<file path="config.mk">
export PLATFORM = sky130hd
export DESIGN_NAME = mem_port_master_flat
export DESIGN_NICKNAME = d
export VERILOG_FILES = /design/src/rtl/mem_pkg.sv /design/src/rtl/mem_port_master_if.sv /design/src/rtl/mem_lane_align.sv /design/src/rtl/mem_port_master.sv /design/src/flat_wrapper.sv
export SDC_FILE = /design/constraint.sdc
export NUM_CORES = 1
export LEC_CHECK = 0
export BUFFER_PORTS_ARGS = -buffer_cell sky130_fd_sc_hd__buf_4
export CAP_MARGIN = 10
export CORE_MARGIN = 3
export CORE_UTILIZATION = 40
export DETAILED_ROUTE_END_ITERATION = 10
export SYNTH_ARGS = -nofsm -noshare
export SYNTH_HDL_FRONTEND = slang
export SYNTH_SLANG_ARGS = --single-unit
</file>
<file path="constraint.sdc">
create_clock -name clka -period 2.7 [get_ports clka]
set_clock_uncertainty 0.1 [all_clocks]
set_input_delay 0.54 -clock clka [delete_from_list [all_inputs] [get_ports clka]]
set_output_delay 0.54 -clock clka [all_outputs]
set_load 0.005 [all_outputs]
</file>
<file path="src/rtl/mem_pkg.sv">
// Shared definitions for the CPU-side block RAM initiator: size codes, FSM states,
// data width and the byte-lane mask helper.
package mem_pkg;

  localparam int DATA_W = 32;

  localparam logic [1:0] SZ_BYTE = 2'b00;
  localparam logic [1:0] SZ_HALF = 2'b01;
  localparam logic [1:0] SZ_WORD = 2'b10;
  localparam logic [1:0] SZ_BAD  = 2'b11;

  typedef enum logic [2:0] {
    ST_IDLE,
    ST_RD,
    ST_CAP,
    ST_RMW_WR,
    ST_RESP
  } state_t;

  // Lanes touched by an access; an illegal size touches nothing.
  function automatic logic [3:0] lane_mask(input logic [1:0] size, input logic [1:0] lo);
    logic [3:0] m;
    m = 4'b0000;
    case (size)
      SZ_BYTE: m = 4'b0001 << lo;
      SZ_HALF: m = 4'b0011 << lo;
      SZ_WORD: m = 4'b1111;
      default: m = 4'b0000;
    endcase
    return m;
  endfunction

endpackage

</file>
<file path="src/rtl/mem_port_master_if.sv">
// Request/response handshake plus RAM port bundle between the CPU datapath,
// mem_port_master and the synchronous block RAM.
interface mem_port_master_if
  import mem_pkg::*;
#(
  parameter int ADDR_W = 10
);
  logic              req_valid;
  logic              req_ready;
  logic              req_we;
  logic [1:0]        req_size;
  logic              req_signed;
  logic [31:0]       req_addr;
  logic [DATA_W-1:0] req_wdata;
  logic              resp_valid;
  logic              resp_err;
  logic [DATA_W-1:0] resp_rdata;
  logic              ram_wea;
  logic [ADDR_W-1:0] ram_addra;
  logic [DATA_W-1:0] ram_dina;
  logic [DATA_W-1:0] ram_douta;

  modport master (
    input  req_valid, req_we, req_size, req_signed, req_addr, req_wdata, ram_douta,
    output req_ready, resp_valid, resp_err, resp_rdata, ram_wea, ram_addra, ram_dina
  );

  modport slave (
    output req_valid, req_we, req_size, req_signed, req_addr, req_wdata, ram_douta,
    input  req_ready, resp_valid, resp_err, resp_rdata, ram_wea, ram_addra, ram_dina
  );
endinterface

</file>
<file path="src/rtl/mem_lane_align.sv">
// Combinational lane steering: byte mask, store merge into a read word, and load
// extraction with sign/zero extension.
module mem_lane_align
  import mem_pkg::*;
(
  input  logic [1:0]        size,
  input  logic [1:0]        lo,
  input  logic              is_signed,
  input  logic [DATA_W-1:0] wdata,
  input  logic [DATA_W-1:0] rdata,
  output logic [3:0]        mask,
  output logic [DATA_W-1:0] merged,
  output logic [DATA_W-1:0] load_data
);
  logic [4:0]        shamt;
  logic [DATA_W-1:0] wshift;
  logic [DATA_W-1:0] rshift;

  assign shamt  = {lo, 3'b000};
  assign wshift = wdata << shamt;
  assign rshift = rdata >> shamt;
  assign mask   = lane_mask(size, lo);

  generate
    for (genvar gi = 0; gi < 4; gi++) begin : g_lane
      assign merged[8*gi +: 8] = mask[gi] ? wshift[8*gi +: 8] : rdata[8*gi +: 8];
    end
  endgenerate

  always_comb begin
    load_data = rshift;
    case (size)
      SZ_BYTE: load_data = {{24{is_signed & rshift[7]}}, rshift[7:0]};
      SZ_HALF: load_data = {{16{is_signed & rshift[15]}}, rshift[15:0]};
      default: load_data = rshift;
    endcase
  end
endmodule

</file>
<file path="src/rtl/mem_port_master.sv">
// Load/store initiator for the 32-bit block RAM: alignment checks, lane steering
// and read-modify-write for sub-word stores.
module mem_port_master
  import mem_pkg::*;
#(
  parameter int ADDR_W = 10
) (
  input  logic              clka,
  input  logic              rst_n,
  mem_port_master_if.master bus
);
  state_t            state_reg, state_next;
  logic              we_reg;
  logic              signed_reg;
  logic [1:0]        size_reg;
  logic [1:0]        lo_reg;
  logic [DATA_W-1:0] wdata_reg;
  logic [ADDR_W-1:0] addra_reg;
  logic [DATA_W-1:0] dina_reg;
  logic [DATA_W-1:0] rdata_reg;
  logic              err_reg;

  logic              accept;
  logic              misaligned;
  logic              out_of_range;
  logic              req_err;
  logic [3:0]        mask;
  logic [DATA_W-1:0] merged;
  logic [DATA_W-1:0] load_data;

  assign accept       = bus.req_valid && (state_reg == ST_IDLE);
  assign out_of_range = (bus.req_addr >> (ADDR_W + 2)) != '0;
  assign req_err      = (bus.req_size == SZ_BAD) || misaligned || out_of_range;

  always_comb begin
    misaligned = 1'b0;
    case (bus.req_size)
      SZ_HALF: misaligned = bus.req_addr[0];
      SZ_WORD: misaligned = |bus.req_addr[1:0];
      default: misaligned = 1'b0;
    endcase
  end

  mem_lane_align u_align (
    .size      (size_reg),
    .lo        (lo_reg),
    .is_signed (signed_reg),
    .wdata     (wdata_reg),
    .rdata     (bus.ram_douta),
    .mask      (mask),
    .merged    (merged),
    .load_data (load_data)
  );

  always_ff @(posedge clka or negedge rst_n) begin
    if (!rst_n) begin
      state_reg <= ST_IDLE;
    end else begin
      state_reg <= state_next;
    end
  end

  // Full-word stores need no read, so they reuse the write state directly.
  always_comb begin
    state_next = state_reg;
    case (state_reg)
      ST_IDLE: begin
        if (bus.req_valid) begin
          if (req_err)
            state_next = ST_RESP;
          else if (bus.req_we && (bus.req_size == SZ_WORD))
            state_next = ST_RMW_WR;
          else
            state_next = ST_RD;
        end
      end
      ST_RD:     state_next = ST_CAP;
      ST_CAP:    state_next = we_reg ? ST_RMW_WR : ST_RESP;
      ST_RMW_WR: state_next = ST_RESP;
      ST_RESP:   state_next = ST_IDLE;
      default:   state_next = ST_IDLE;
    endcase
  end

  always_ff @(posedge clka or negedge rst_n) begin
    if (!rst_n) begin
      we_reg     <= 1'b0;
      signed_reg <= 1'b0;
      size_reg   <= SZ_BYTE;
      lo_reg     <= 2'b00;
      wdata_reg  <= '0;
      addra_reg  <= '0;
      dina_reg   <= '0;
      rdata_reg  <= '0;
      err_reg    <= 1'b0;
    end else if (accept) begin
      we_reg     <= bus.req_we;
      signed_reg <= bus.req_signed;
      size_reg   <= bus.req_size;
      lo_reg     <= bus.req_addr[1:0];
      wdata_reg  <= bus.req_wdata;
      addra_reg  <= bus.req_addr[ADDR_W+1:2];
      err_reg    <= req_err;
      rdata_reg  <= '0;
      if (bus.req_we)
        dina_reg <= bus.req_wdata;
    end else if (state_reg == ST_CAP) begin
      if (we_reg)
        dina_reg <= merged;
      else
        rdata_reg <= load_data;
    end
  end

  assign bus.req_ready  = (state_reg == ST_IDLE);
  assign bus.resp_valid = (state_reg == ST_RESP);
  assign bus.resp_err   = (state_reg == ST_RESP) && err_reg;
  assign bus.resp_rdata = rdata_reg;
  assign bus.ram_wea    = (state_reg == ST_RMW_WR);
  assign bus.ram_addra  = addra_reg;
  assign bus.ram_dina   = dina_reg;
endmodule
</file>
<file path="src/flat_wrapper.sv">
// flat-port wrapper written by rule: the top's interface ports become plain ports
module mem_port_master_flat import mem_pkg::*;
#(
  parameter int ADDR_W = 10
)
  (clka, rst_n, bus_req_valid, bus_req_we, bus_req_size, bus_req_signed, bus_req_addr, bus_req_wdata, bus_ram_douta, bus_req_ready, bus_resp_valid, bus_resp_err, bus_resp_rdata, bus_ram_wea, bus_ram_addra, bus_ram_dina);
  mem_port_master_if #(.ADDR_W(ADDR_W)) bus_i ();
  input  logic clka;
  input  logic rst_n;
  input wire logic [$bits(bus_i.req_valid)-1:0] bus_req_valid;
  input wire logic [$bits(bus_i.req_we)-1:0] bus_req_we;
  input wire logic [$bits(bus_i.req_size)-1:0] bus_req_size;
  input wire logic [$bits(bus_i.req_signed)-1:0] bus_req_signed;
  input wire logic [$bits(bus_i.req_addr)-1:0] bus_req_addr;
  input wire logic [$bits(bus_i.req_wdata)-1:0] bus_req_wdata;
  input wire logic [$bits(bus_i.ram_douta)-1:0] bus_ram_douta;
  output wire logic [$bits(bus_i.req_ready)-1:0] bus_req_ready;
  output wire logic [$bits(bus_i.resp_valid)-1:0] bus_resp_valid;
  output wire logic [$bits(bus_i.resp_err)-1:0] bus_resp_err;
  output wire logic [$bits(bus_i.resp_rdata)-1:0] bus_resp_rdata;
  output wire logic [$bits(bus_i.ram_wea)-1:0] bus_ram_wea;
  output wire logic [$bits(bus_i.ram_addra)-1:0] bus_ram_addra;
  output wire logic [$bits(bus_i.ram_dina)-1:0] bus_ram_dina;
  assign bus_i.req_valid = bus_req_valid;
  assign bus_i.req_we = bus_req_we;
  assign bus_i.req_size = bus_req_size;
  assign bus_i.req_signed = bus_req_signed;
  assign bus_i.req_addr = bus_req_addr;
  assign bus_i.req_wdata = bus_req_wdata;
  assign bus_i.ram_douta = bus_ram_douta;
  assign bus_req_ready = bus_i.req_ready;
  assign bus_resp_valid = bus_i.resp_valid;
  assign bus_resp_err = bus_i.resp_err;
  assign bus_resp_rdata = bus_i.resp_rdata;
  assign bus_ram_wea = bus_i.ram_wea;
  assign bus_ram_addra = bus_i.ram_addra;
  assign bus_ram_dina = bus_i.ram_dina;
  mem_port_master #(.ADDR_W(ADDR_W)) u_core (.clka(clka), .rst_n(rst_n), .bus(bus_i));
endmodule
</file>
Yosys cells after proc, flatten, opt, wreduce, memory -nomap -nowiden:

Index checks and enable logic that the tools add are counted.

* register bits after elaboration: 116
* output and inout bits: 78

* reduce and logical (&&, ||, !) cells: 13
* shift-type cells: 4
* muxes and demuxes: 19
* equal/unequal tests: 12
* bitwise logic cells: 2

Operator list (number)
* $mux 32: 7
* $pmux 32 s2: 1
* $mux 8: 4
* $reduce_bool 32->1: 1
* $shl 32x5->32: 1
* $shr 32x5->32: 1
* $pmux 3 s4: 1
* $pmux 4 s3: 1
* $mux 3: 3
* $eq 2x2->1 const B: 3
* $eq 3x2->1 const B: 2
* $ne 2x2->1 const B: 3
* $eq 2x1->1 const B: 2
* $reduce_bool 2->1: 2
* $shl 1x2->4 const A: 1
* $shl 2x2->4 const A: 1
* $eq 3x1->1 const B: 1
* $eq 3x3->1 const B: 1
* $logic_and 1x1->1: 3
* $logic_not 3->1: 1
* $reduce_and 3->1: 1
* $and 1x1->1: 2
* $logic_not 2->1: 1
* $logic_or 1x1->1: 2
* 4 further kinds: 4

Logic depth before layout (Yosys ltp):

* depth in word-level cells: 7
* mapped depth: 8
* mapped depth without buffers: 6

Modules after synthesis:

From an unflattened synthesis, not the netlist that was laid out.

* cell total of the unflattened synthesis: 687
* area total of the unflattened synthesis: 6447.4 um2

By module, submodules not included
* mem_port_master: area each 4593.2 um2, seq. area each 2902.8 um2, instances 1, cells an instance 453
* mem_lane_align: area each 1854.3 um2, seq. area each 0.0 um2, instances 1, cells an instance 234

Worst setup path before layout:

No wires, ideal clock.

* path type: register to register
* from: reg u_core.state_reg[0]
* to: reg u_core.rdata_reg[19] (netlist: u_core.bus.resp_rdata[19])
* clock period less this slack: 2196 ps
* path buffers: 3
* stages on the path, launching flop included: 8
* path slack: 504 ps
* arrival time: 2030 ps
* required time: 2534 ps
* cell sequence: dfrtp_1 -> buf_6 -> or4b_1 -> buf_2 -> a311o_1 -> a211oi_4 -> buf_6 -> a221o_2

* longest elaborated chain between the ends: 4
* elaborated cells on any way between the ends: 7
* those cells by class: eq/ne (2); mux (1); reduce/logical (4)

Ends and longest elaborated chain
* start: declaration: RTL line mem_port_master.sv:12 `state_t state_reg, state_next;`
* start signal: assignment: RTL line mem_port_master.sv:59 `state_reg <= state_next;`
* $logic_not 3->1: RTL line mem_port_master.sv:31 `assign accept = bus.req_valid && (state_reg == ST_IDLE);`
* $logic_and 1x1->1: RTL line mem_port_master.sv:31
* $ne 2x2->1 (no source line) or $reduce_bool 2->1 (tied branches)
* $reduce_and 2->1 (no source line)
* end signal: assignment: RTL line mem_port_master.sv:111 `rdata_reg <= load_data;`
* end: declaration: RTL line mem_port_master.sv:20 `logic [DATA_W-1:0] rdata_reg;`

Several ways; a longest one is shown, not always the timed one.
A chain may end at the register's enable or synchronous reset.

Final worst setup path:

* from: reg u_core.size_reg[1]
* to: reg u_core.dina_reg[21] (netlist: u_core.bus.ram_dina[21])

* longest elaborated chain between the ends: 6
* elaborated cells on any way between the ends: 8
* those cells by class: eq/ne (2); mux (5); reduce/logical (1)

Ends and longest elaborated chain
* start: declaration: RTL line mem_port_master.sv:15 `logic [1:0] size_reg;`
* start signal: assignment: RTL line mem_port_master.sv:99 `size_reg <= bus.req_size;`
* $eq 2x2->1, or another cell as far along: RTL line mem_pkg.sv:24 `case (size)`
* $pmux 4 s3 (*): RTL line mem_pkg.sv:24
* $mux 8 (*): RTL line mem_lane_align.sv:26 `assign merged[8*gi +: 8] = mask[gi] ? wshift[8*gi +: 8] : rdata[8*gi +: 8];`
* $mux 32 (*): RTL line mem_port_master.sv:108 `if (we_reg)`
* $mux 32 (*): RTL line mem_port_master.sv:107 `end else if (state_reg == ST_CAP) begin`
* $mux 32 (*): RTL line mem_port_master.sv:96 `end else if (accept) begin`
* end signal: assignment: RTL line mem_port_master.sv:106 `dina_reg <= bus.req_wdata;`
* end signal: assignment: RTL line mem_port_master.sv:109 `dina_reg <= merged;`
* end: declaration: RTL line mem_port_master.sv:19 `logic [DATA_W-1:0] dina_reg;`

Mark *: on every way between the ends. The rest lies on a longest branch, timed or not. The select of a mux whose other input is x is not followed.

==> summary.md <==
| Metric | Value |
|---|---|
| Status | `finished clean` |
| Buf/Inv on CP | `2` |
| Antenna Nets Post-Route | `0` |
| Fin crit share | `0.8563` |
| CP max FO | `18` |
| CP Launch Type | `register` |
| First-pass GRT wire length | `31,160 um` |
| Worst-case clock buffer depth | `2` |
| Critical path endpoint category | `register` |
| Initial Util | `0.4159` |
| Setup violations, final | `0` |
| TritonCTS Buffers | `17` |
| Post-synthesis cell type count | `50` |
| Die area | `16,920 sq um` |
| Leak | `4.148 nW` |
| Post-CTS sizing | `0` |
| Vias in the first global route | `5,460` |
| CTS clk-pin slew, worst paths | `0.05 ns` |
| Number of synthesized flops with an enable pin | `0` |
| Yosys top cell by area | `dfrtp_1` |
| Drt initial violations | `433` |
| Crit Path Category | `reg2reg` |
| Setup tns final | `0 ns` |
| Power Density | `1199 nW/um^2` |
| Ys flop type | `dfrtp_1` |
| Die Width | `130.1 um` |
| Vias/cell | `5.622` |
| DP HPWL | `15,520 um` |
| R2R cell count | `5` |
| Post-Layout Cell Count | `1,010` |
| Stages on the worst setup path | `5` |
| Register area share after synthesis | `0.4713` |
| Ratio of cells with drive above 1 in the final layout | `0.3329` |
| Final Wtd Congestion | `0.9020` |
| Area contributors post-synth | `dfrtp_1, nand2_1, mux2i_1` |
| Commonest non-fill, non-tap cells in the layout | `buf_4, nand2_1, dfrtp_1` |
| # Post-CTS Setup Buffers | `0` |
| First drt pass iteration count | `5` |
| Worst EP required | `2.89 ns` |
| Syn_area_per_cell | `9.609 sq um` |
| Final slew viol count | `0` |
| Global route overflow | `0` |
| Vias | `5,678` |
| Period minus WS final | `2.312 ns` |
| Maximum VDD drop | `0.0005673 V` |
| CTS root buffer | `clkbuf_16` |
| Synth Net Count | `747` |
| PortBufs | `180` |
| Worst EP arrival | `2.50 ns` |
| Post-synthesis instance total | `641` |
| Ys Warns | `0` |
| Cell Area, Synth | `6160 sq um` |
| DRC Markers | `0` |
| RSZ-0062 raised after global routing | `no` |
| Crit-path max cell delay | `0.72 ns` |
| CP delay by family, top | `flip-flops` |
| Slew @ Worst Pin | `0.6600 ns` |
| Fmax | `432.5 MHz` |
| Slowest cell on crit path | `dfrtp_1` |
| Antenna violations before repair | `0` |
| Htree depth | `4` |
| CTS tree | `built` |
| Total GRT Usage | `0.2425` |
| Placed insts | `979` |
| # IOs | `181` |
| WL final | `20,390 um` |
| CTS sink count | `116` |
| Top cell type's share of synthesized area | `0.4713` |
| Core region area | `14,810 sq um` |
| Routed wire per std cell | `20.19 um` |
| Ant. Diodes | `0` |
| Die Y | `130.1 um` |
| Cts-stage hold buffer count | `0` |
| Largest net degree at the start of global routing | `52` |
| Cell Chain, Critical Path | `inv_1 -> a211oi_2 -> buf_4 -> mux2_2 -> a221o_1` |
| Min-delay worst type | `in2async` |
| Most common cell after layout, fill and taps aside | `buf_4` |
| Maxcap violations | `0` |
| Final Hold Viols | `0` |
| Skew-Pair Late Insertion Delay | `0.41 ns` |
| Slew margin rel. | `0.5584` |
| # rows | `44` |
| FF+latch count, synth | `116` |
| Final Net Count | `920` |
| Async set-reset flop share out of synthesis | `1.000` |
| Area grow syn2layout | `35.00%` |
| Fillers | `1,337` |
metal layers:
layer / vias to the layer above / GRT usage / wire length (um)
li1: 2653 / - / -
met4: 0 / 0.08985 / 558
met3: 35 / 0.04666 / 1283
met2: 236 / 0.3527 / 9189
met5: - / 0 / 0
met1: 2754 / 0.3596 / 9362
layout make-up:
| class | instances | area [sq um] | area share |
|---|---|---|---|
| tap | 184 | 230.2 | 0.02769 |
| clock inverter | 5 | 25.02 | 0.003009 |
| timing repair buffer | 204 | 1607 | 0.1932 |
| inverter | 6 | 22.52 | 0.002708 |
| sequential | 116 | 2904 | 0.3492 |
| multi-input combinational | 469 | 3028 | 0.3641 |
| clock buffer | 26 | 499.2 | 0.06004 |
logic make-up after synthesis:
kind of cell    Yosys count  synth area share
flops                   116            0.4713
mux                      68            0.1324
buf+inv                  56           0.03920
fa+ha+maj                 3          0.006094
simple gates            259            0.1733
compound gates          139            0.1777
worst register-to-register path: stages, from the launching register on:
cell and delay [ns]:
dfrtp_1 0.72, inv_1 0.25, a211oi_2 0.23, buf_4 0.20, mux2_2 0.37, a221o_1 0.32
synth_stat cells (2+ instances only):
cell / instances
nand2_1: 176
dfrtp_1: 116
nor2_1: 46
mux2i_1: 41
clkbuf_1: 36
o21ai_0: 22
mux2_2: 18
a21oi_1: 16
o31ai_1: 16
a221o_1: 14
o2bb2ai_1: 14
a221o_2: 10
nand3_1: 10
a211oi_1: 9
mux4_2: 9
a221oi_1: 8
o211a_1: 8
o221ai_1: 8
buf_2: 7
nor3_1: 7
inv_1: 6
nor2b_1: 4
nor4_1: 4
buf_1: 3
ha_1: 3
and3_1: 2
buf_4: 2
buf_6: 2
nand2b_1: 2
o21ai_1: 2
report_power, final:
group | switching, mW | internal [mW] | leakage [nW]
sequential | 0.792 | 2.48 | 1.49
combinational | 2.39 | 2.32 | 2.40
clock | 0.735 | 1.25 | 0.264
per-stage QoR:
stage	total power [mW]	cell area, sq um	utilization	hold slack [ns]	setup slack (ns)
CTS	9.992	8315	0.5615	0.05851	0.4116
detailed placement	7.956	7791	0.5261	0.3634	0.4075
global route	10.62	8315	0.5615	0.08510	0.2456
global placement	7.847	7791	0.5261	0.3628	0.4905
floorplan	5.901	6160	-	0.1444	0.5036
finish	9.967	8315	0.5615	0.04521	0.3880
path summary, 6_finish.rpt:
kind | slack (ns) | start | end
worst max-delay path | 0.39 | u_core.size_reg[1] | u_core.bus.ram_dina[21]
worst max register to register | 0.39 | u_core.size_reg[1] | u_core.bus.ram_dina[21]
worst min-delay path | 0.05 | rst_n | u_core.state_reg[1]
max in group asynchronous | 1.71 | rst_n | u_core.bus.ram_dina[9]
min in group clka | 0.22 | bus_req_addr[5] | u_core.bus.ram_addra[3]
worst min register to register | 0.37 | u_core.bus.ram_addra[0] | u_core.bus.ram_addra[0]
Power figures use the tool's default switching activity.
